--- src/rtl/jam_param_if.sv ---
// jam_param_if: bus bundle between the assignment solver and its cost source.
// Carries the start/busy/valid handshake, the W/J cost lookup and the results.
// BestPerm only exists when BEST_PERM_EN is defined.
interface jam_param_if #(
   parameter int N   = 8,
   parameter int CW  = 7,
   parameter int MCW = 16
);
   localparam int AW = ($clog2(N) > 1) ? $clog2(N) : 1;
   localparam int SW = CW + $clog2(N);

   logic           Start;
   logic [AW-1:0]  W;
   logic [AW-1:0]  J;
   logic [CW-1:0]  Cost;
   logic [SW-1:0]  MinCost;
   logic [MCW-1:0] MatchCount;
   logic           Valid;
   logic           Busy;
`ifdef BEST_PERM_EN
   logic [N*AW-1:0] BestPerm;

   modport slave  (input Start, Cost, output W, J, MinCost, MatchCount, Valid, Busy, BestPerm);
   modport master (output Start, Cost, input W, J, MinCost, MatchCount, Valid, Busy, BestPerm);
`else
   modport slave  (input Start, Cost, output W, J, MinCost, MatchCount, Valid, Busy);
   modport master (output Start, Cost, input W, J, MinCost, MatchCount, Valid, Busy);
`endif
endinterface

--- src/rtl/jam_param.sv ---
// jam_param: exhaustive N x N job-assignment solver.
// Loads the cost matrix row-major over W/J/Cost, then walks all N! permutations
// in lexicographic order (SUM then UPD per permutation), tracking the minimum
// total and a saturating count of permutations that reach it.
// Optional feature macro: BEST_PERM_EN adds the best-permutation register and
// the BestPerm output (lexicographically first minimal assignment).
module jam_param #(
   parameter int N   = 8,
   parameter int CW  = 7,
   parameter int MCW = 16
) (
   input logic        CLK,
   input logic        RST,
   jam_param_if.slave bus
);
   localparam int AW = ($clog2(N) > 1) ? $clog2(N) : 1;
   localparam int SW = CW + $clog2(N);
   localparam logic [AW-1:0] LAST = AW'(N - 1);

   typedef enum logic [2:0] {IDLE, LOAD, SUM, UPD, DONE} state_t;

   state_t         state;
   logic [CW-1:0]  mat [N][N];
   logic [AW-1:0]  p   [N];
   logic [AW-1:0]  nxt [N];
   logic           is_last;
   logic [SW-1:0]  sum_c;
   logic [SW-1:0]  sum;
   logic [SW-1:0]  min_r;
   logic [MCW-1:0] cnt;
   logic           first;
`ifdef BEST_PERM_EN
   logic [N*AW-1:0] best;
`endif

   // Cost matrix capture during LOAD; pure data, so no reset.
   always_ff @(posedge CLK) begin
      if (state == LOAD) mat[bus.W][bus.J] <= bus.Cost;
   end

   // Total cost of the current permutation; N*(2^CW-1) always fits in SW bits.
   always_comb begin
      sum_c = '0;
      for (int i = 0; i < N; i++) sum_c = sum_c + SW'(mat[i][p[i]]);
   end

   // Lexicographic next permutation (pivot k, successor l, swap, reverse tail)
   // and detection of the strictly descending last permutation.
   always_comb begin
      int k;
      int l;
      logic [AW-1:0] pk;
      logic [AW-1:0] pl;
      logic [AW-1:0] q [N];
      k       = 0;
      l       = 0;
      pk      = p[0];
      pl      = p[0];
      is_last = 1'b1;
      for (int i = 0; i < N - 1; i++) begin
         if (p[i] < p[i+1]) begin
            k       = i;
            pk      = p[i];
            is_last = 1'b0;
         end
      end
      for (int i = 1; i < N; i++) begin
         if (i > k && p[i] > pk) begin
            l  = i;
            pl = p[i];
         end
      end
      for (int i = 0; i < N; i++) q[i] = (i == k) ? pl : ((i == l) ? pk : p[i]);
      for (int i = 0; i < N; i++) begin
         nxt[i] = q[i];
         for (int j = 0; j < N; j++) begin
            if (i > k && j == N + k - i) nxt[i] = q[j];
         end
      end
   end

   // Control FSM: handshake, load addressing, running minimum and result publish.
   // DONE is entered with Busy still high; the following cycle publishes the
   // results, so Valid rises N*N + 2*N! + 1 cycles after Start is sampled.
   always_ff @(posedge CLK or negedge RST) begin
      if (!RST) begin
         state          <= IDLE;
         bus.W          <= '0;
         bus.J          <= '0;
         bus.MinCost    <= '0;
         bus.MatchCount <= '0;
         bus.Valid      <= 1'b0;
         bus.Busy       <= 1'b0;
         for (int i = 0; i < N; i++) p[i] <= AW'(i);
         sum            <= '0;
         min_r          <= '0;
         cnt            <= '0;
         first          <= 1'b1;
`ifdef BEST_PERM_EN
         best           <= '0;
         bus.BestPerm   <= '0;
`endif
      end else begin
         case (state)
            IDLE, DONE: begin
               if (state == DONE && bus.Busy) begin
                  bus.MinCost    <= min_r;
                  bus.MatchCount <= cnt;
                  bus.Valid      <= 1'b1;
                  bus.Busy       <= 1'b0;
`ifdef BEST_PERM_EN
                  bus.BestPerm   <= best;
`endif
               end else if (bus.Start) begin
                  bus.Valid <= 1'b0;
                  bus.Busy  <= 1'b1;
                  bus.W     <= '0;
                  bus.J     <= '0;
                  for (int i = 0; i < N; i++) p[i] <= AW'(i);
                  first     <= 1'b1;
                  state     <= LOAD;
               end
            end
            LOAD: begin
               if (bus.J == LAST) begin
                  bus.J <= '0;
                  if (bus.W == LAST) begin
                     bus.W <= '0;
                     state <= SUM;
                  end else begin
                     bus.W <= bus.W + 1'b1;
                  end
               end else begin
                  bus.J <= bus.J + 1'b1;
               end
            end
            SUM: begin
               sum   <= sum_c;
               state <= UPD;
            end
            UPD: begin
               if (first || sum < min_r) begin
                  min_r <= sum;
                  cnt   <= MCW'(1);
                  first <= 1'b0;
`ifdef BEST_PERM_EN
                  for (int i = 0; i < N; i++) best[i*AW +: AW] <= p[i];
`endif
               end else if (sum == min_r && cnt != {MCW{1'b1}}) begin
                  cnt <= cnt + 1'b1;
               end
               if (is_last) begin
                  state <= DONE;
               end else begin
                  p     <= nxt;
                  state <= SUM;
               end
            end
            default: state <= IDLE;
         endcase
      end
   end
endmodule
--- src/flat_wrapper.sv ---
// flat-port wrapper written by rule: the top's interface ports become plain ports
module jam_param_flat 
#(
   parameter int N   = 8,
   parameter int CW  = 7,
   parameter int MCW = 16
)
  (CLK, RST, bus_Start, bus_Cost, bus_W, bus_J, bus_MinCost, bus_MatchCount, bus_Valid, bus_Busy);
  jam_param_if #(.N(N), .CW(CW), .MCW(MCW)) bus_i ();
  input logic CLK;
  input logic RST;
  input wire logic [$bits(bus_i.Start)-1:0] bus_Start;
  input wire logic [$bits(bus_i.Cost)-1:0] bus_Cost;
  output wire logic [$bits(bus_i.W)-1:0] bus_W;
  output wire logic [$bits(bus_i.J)-1:0] bus_J;
  output wire logic [$bits(bus_i.MinCost)-1:0] bus_MinCost;
  output wire logic [$bits(bus_i.MatchCount)-1:0] bus_MatchCount;
  output wire logic [$bits(bus_i.Valid)-1:0] bus_Valid;
  output wire logic [$bits(bus_i.Busy)-1:0] bus_Busy;
  assign bus_i.Start = bus_Start;
  assign bus_i.Cost = bus_Cost;
  assign bus_W = bus_i.W;
  assign bus_J = bus_i.J;
  assign bus_MinCost = bus_i.MinCost;
  assign bus_MatchCount = bus_i.MatchCount;
  assign bus_Valid = bus_i.Valid;
  assign bus_Busy = bus_i.Busy;
  jam_param #(.N(N), .CW(CW), .MCW(MCW)) u_core (.CLK(CLK), .RST(RST), .bus(bus_i));
endmodule
--- config.mk ---
export PLATFORM = sky130hd
export DESIGN_NAME = jam_param_flat
export DESIGN_NICKNAME = d
export VERILOG_FILES = /design/src/rtl/jam_param_if.sv /design/src/rtl/jam_param.sv /design/src/flat_wrapper.sv
export SDC_FILE = /design/constraint.sdc
export NUM_CORES = 1
export LEC_CHECK = 0
export BUFFER_PORTS_ARGS = -buffer_cell sky130_fd_sc_hd__buf_2
export CAP_MARGIN = 20
export CORE_AREA = 4 4 230 232
export CTS_CLUSTER_DIAMETER = 80
export DETAILED_ROUTE_END_ITERATION = 7
export DIE_AREA = 0 0 234 236
export PLACE_DENSITY = 0.68
export SYNTH_ARGS = -nofsm -noshare
export SYNTH_HDL_FRONTEND = slang
export SYNTH_SLANG_ARGS = --single-unit
--- constraint.sdc ---
create_clock -name CLK -period 12.8 [get_ports CLK]
set_input_delay 2.56 -clock CLK [delete_from_list [all_inputs] [get_ports CLK]]
set_output_delay 2.56 -clock CLK [all_outputs]
set_load 0.05 [all_outputs]
==> metrics <==
final WL 73000 microns; top cells by area, synth edfxtp_1 (51%), mux4_2 (9.5%), dfrtp_1 (8.0%), nand2_1 (3.6%), ha_1 (3.3%); Layout Nets 2087; CTS buffer count 57; # clock sinks 546; most common library cells after synthesis edfxtp_1 (448), nand2_1 (255), nor2_1 (150); post-route minimum period 7.33 ns; Synth Flop Type edfxtp_1; crit path kind register to register; synthesized flop and latch total 546; EDFF count, synth 448; Clk Latency, worst-skew pair 0.64 ns; postcts setup bufs 0; CP peak stage delay 0.63 ns; syn avg cell area 13.8 sq um; routed vias/inst 6.51; clk slew on worst S/H paths 0.06 ns; area of the die 55200 sq um; Root Buffer clkbuf_16; CP startpoint kind register; Initial Util 0.522; dpl hpwl 48800 microns; CTS tree yes; Initial DRC Count 1883; row cnt 83; initial antenna violation count 0; Slew Viols, Final 0; vias in the first global route 17598; Critical Path Slowest Stage Cell dfrtp_1; first-pass GRT wire length 111000 microns; Ys Warns 0; Slew @ Worst Pin 1.06 ns; Final Cycle Share 0.573; DRC viols 0; hold buffers post-CTS 0; Seq/Total Area, Yosys 0.599; final setup TNS 0 ns; endpoints failing setup 0; worst hold-check path type register to register; share of cells above drive strength 1 0.184; Global Route Usage Sum 0.267; Mapped Cells 1925; ys async rst share 0.179; Relative slew margins 0.297; Worst EP arrival 7.80 ns; die width 234 microns; top-count cell post-synth edfxtp_1; Setup Skew 0.0526 ns; CP endpoint kind register; CP Data Required Time 13.27 ns; grt ovf 0; clk buf depth 3; P&R area growth vs syn 11.0%; Core ar. 51000 sq um; largest net degree at the start of global routing 68; Die Span Y 236 microns; Top Family by Delay on Critical Path compound AO/OA/AOI/OAI gates; share of the synthesized area in the top cell type 0.506; syn nets 2039; worst path buffer plus inverter count 2; IO Port Bufs 43; Vias 17588; gpl congestion 1.01; Yosys top cell by area edfxtp_1; Worst Path Max Fanout 15; post-synthesis cell type count 103; Pre-antenna DRT Iters 6; top-level I/O count 44; final hold vios 0; CTS resizes 0; Netlist Area Pre-Place 26600 sq um; CP Cell Sequence clkinv_1 -> ha_1 -> nand2_1 -> o21ai_0 -> nand2_1 -> a31oi_1 -> o21ai_0 -> a22oi_1 -> inv_1 -> ha_1 -> o21ai_0 -> nor3_1 -> a211o_1 -> a41oi_1 -> o21a_1 -> nand4_1 -> or3_1 -> mux2i_4 -> mux2i_1 -> nand3_1 -> a31o_2; run status finished clean; Final ANT Viol Nets 0; most frequent CP cell o21ai_0; CTS HTree Levels 2; RSZ-0062 raised after global routing no; WL/cell 27.0 microns; MaxCap Viol Count 0; fmax 136 MHz
-- worst min-delay path, delay by kind of cell (launching register included) --
| kind | cells | cell delay [ns] |
|---|---|---|
| compound gates | 1 | 0.05 |
| buf+inv | 1 | 0.05 |
| flops | 1 | 0.37 |
-- final timing paths --
| check | from | endpoint | slack, ns | depth (start not counted) |
|---|---|---|---|---|
| min in group asynchronous | RST | u_core.bus.MatchCount[4] | 1.86 | 1 |
| max in group asynchronous | RST | u_core.p[20] | 9.59 | 2 |
| max reg2reg | u_core.p[17] | u_core.p[19] | 5.47 | 21 |
| min | u_core.first | u_core.first | 0.47 | 2 |
| max | u_core.p[17] | u_core.p[19] | 5.47 | 21 |
| min reg2reg | u_core.first | u_core.first | 0.47 | 2 |
-- kinds of logic after synthesis --
kind of cell / synth area share
mux: 0.118
buf+inv: 0.0236
fa+ha+maj: 0.0589
flops: 0.599
xor+xnor: 0.00823
simple gates: 0.0927
compound gates: 0.0995
-- layer usage --
metal	GRT usage	up-vias	wire length, microns
met2	0.409	963	33900
met5	0	-	0
li1	-	7526	-
met4	0.109	0	3130
met1	0.375	8881	29300
met3	0.0582	218	6610
-- registers in the layout, summed over array words and instances (netlist names) --
signal,flops
u_core.bus.MinCost,10
u_core.bus.W,3
u_core.mat,448
u_core.first,1
u_core.sum,10
u_core.bus.Valid,1
u_core.min_r,10
u_core.bus.J,3
u_core.bus.Busy,1
u_core.p,24
u_core.cnt,16
u_core.state,3
u_core.bus.MatchCount,16
-- layout make-up --
class | instances | area (sq um)
fillers | 3962 | 21500
flip-flops and latches | 546 | 15900
multi-input cells | 1228 | 10100
clock buffers | 77 | 1570
well taps | 680 | 851
repair buffers | 77 | 523
clock inverters | 29 | 373
inverters | 63 | 236
diodes | 1 | 2.50
-- placed cells by master, fill, tap and decap left out, types with 13 or more instances in the layout --
master	synthesis	layout
a211oi_1	15	15
a21o_1	22	22
a21oi_1	66	66
a31oi_1	21	21
buf_2	4	42
buf_4	3	31
clkbuf_1	56	14
clkbuf_16	0	58
dfrtp_1	85	85
dfstp_2	13	13
edfxtp_1	448	448
fa_1	34	34
ha_1	70	70
inv_1	54	54
mux2_2	32	32
mux2i_1	22	22
mux4_2	112	112
nand2_1	255	255
nand3_1	41	41
nor2_1	150	149
nor3_1	25	24
o211ai_1	18	18
o21ai_0	70	70
o22ai_1	17	17
xnor2_1	17	17
-- per-stage QoR --
step / hold slack [ns] / util / std cells / setup WS, ns / cell area, sq um
2_1_floorplan: 0.440 / - / 1925 / 6.05 / 26600
6_report: 0.472 / 0.579 / 2701 / 5.47 / 29500
4_1_cts: 0.471 / 0.577 / 2695 / 5.68 / 29400
3_3_place_gp: 0.451 / 0.539 / 2589 / 5.87 / 27500
3_5_place_dp: 0.456 / 0.539 / 2589 / 5.79 / 27500
5_1_grt: 0.506 / 0.579 / 2700 / 4.95 / 29500
Power is left out: the tool's default activity adds up to more than one toggle a clock period on the data nets, which glitch-free logic cannot reach.
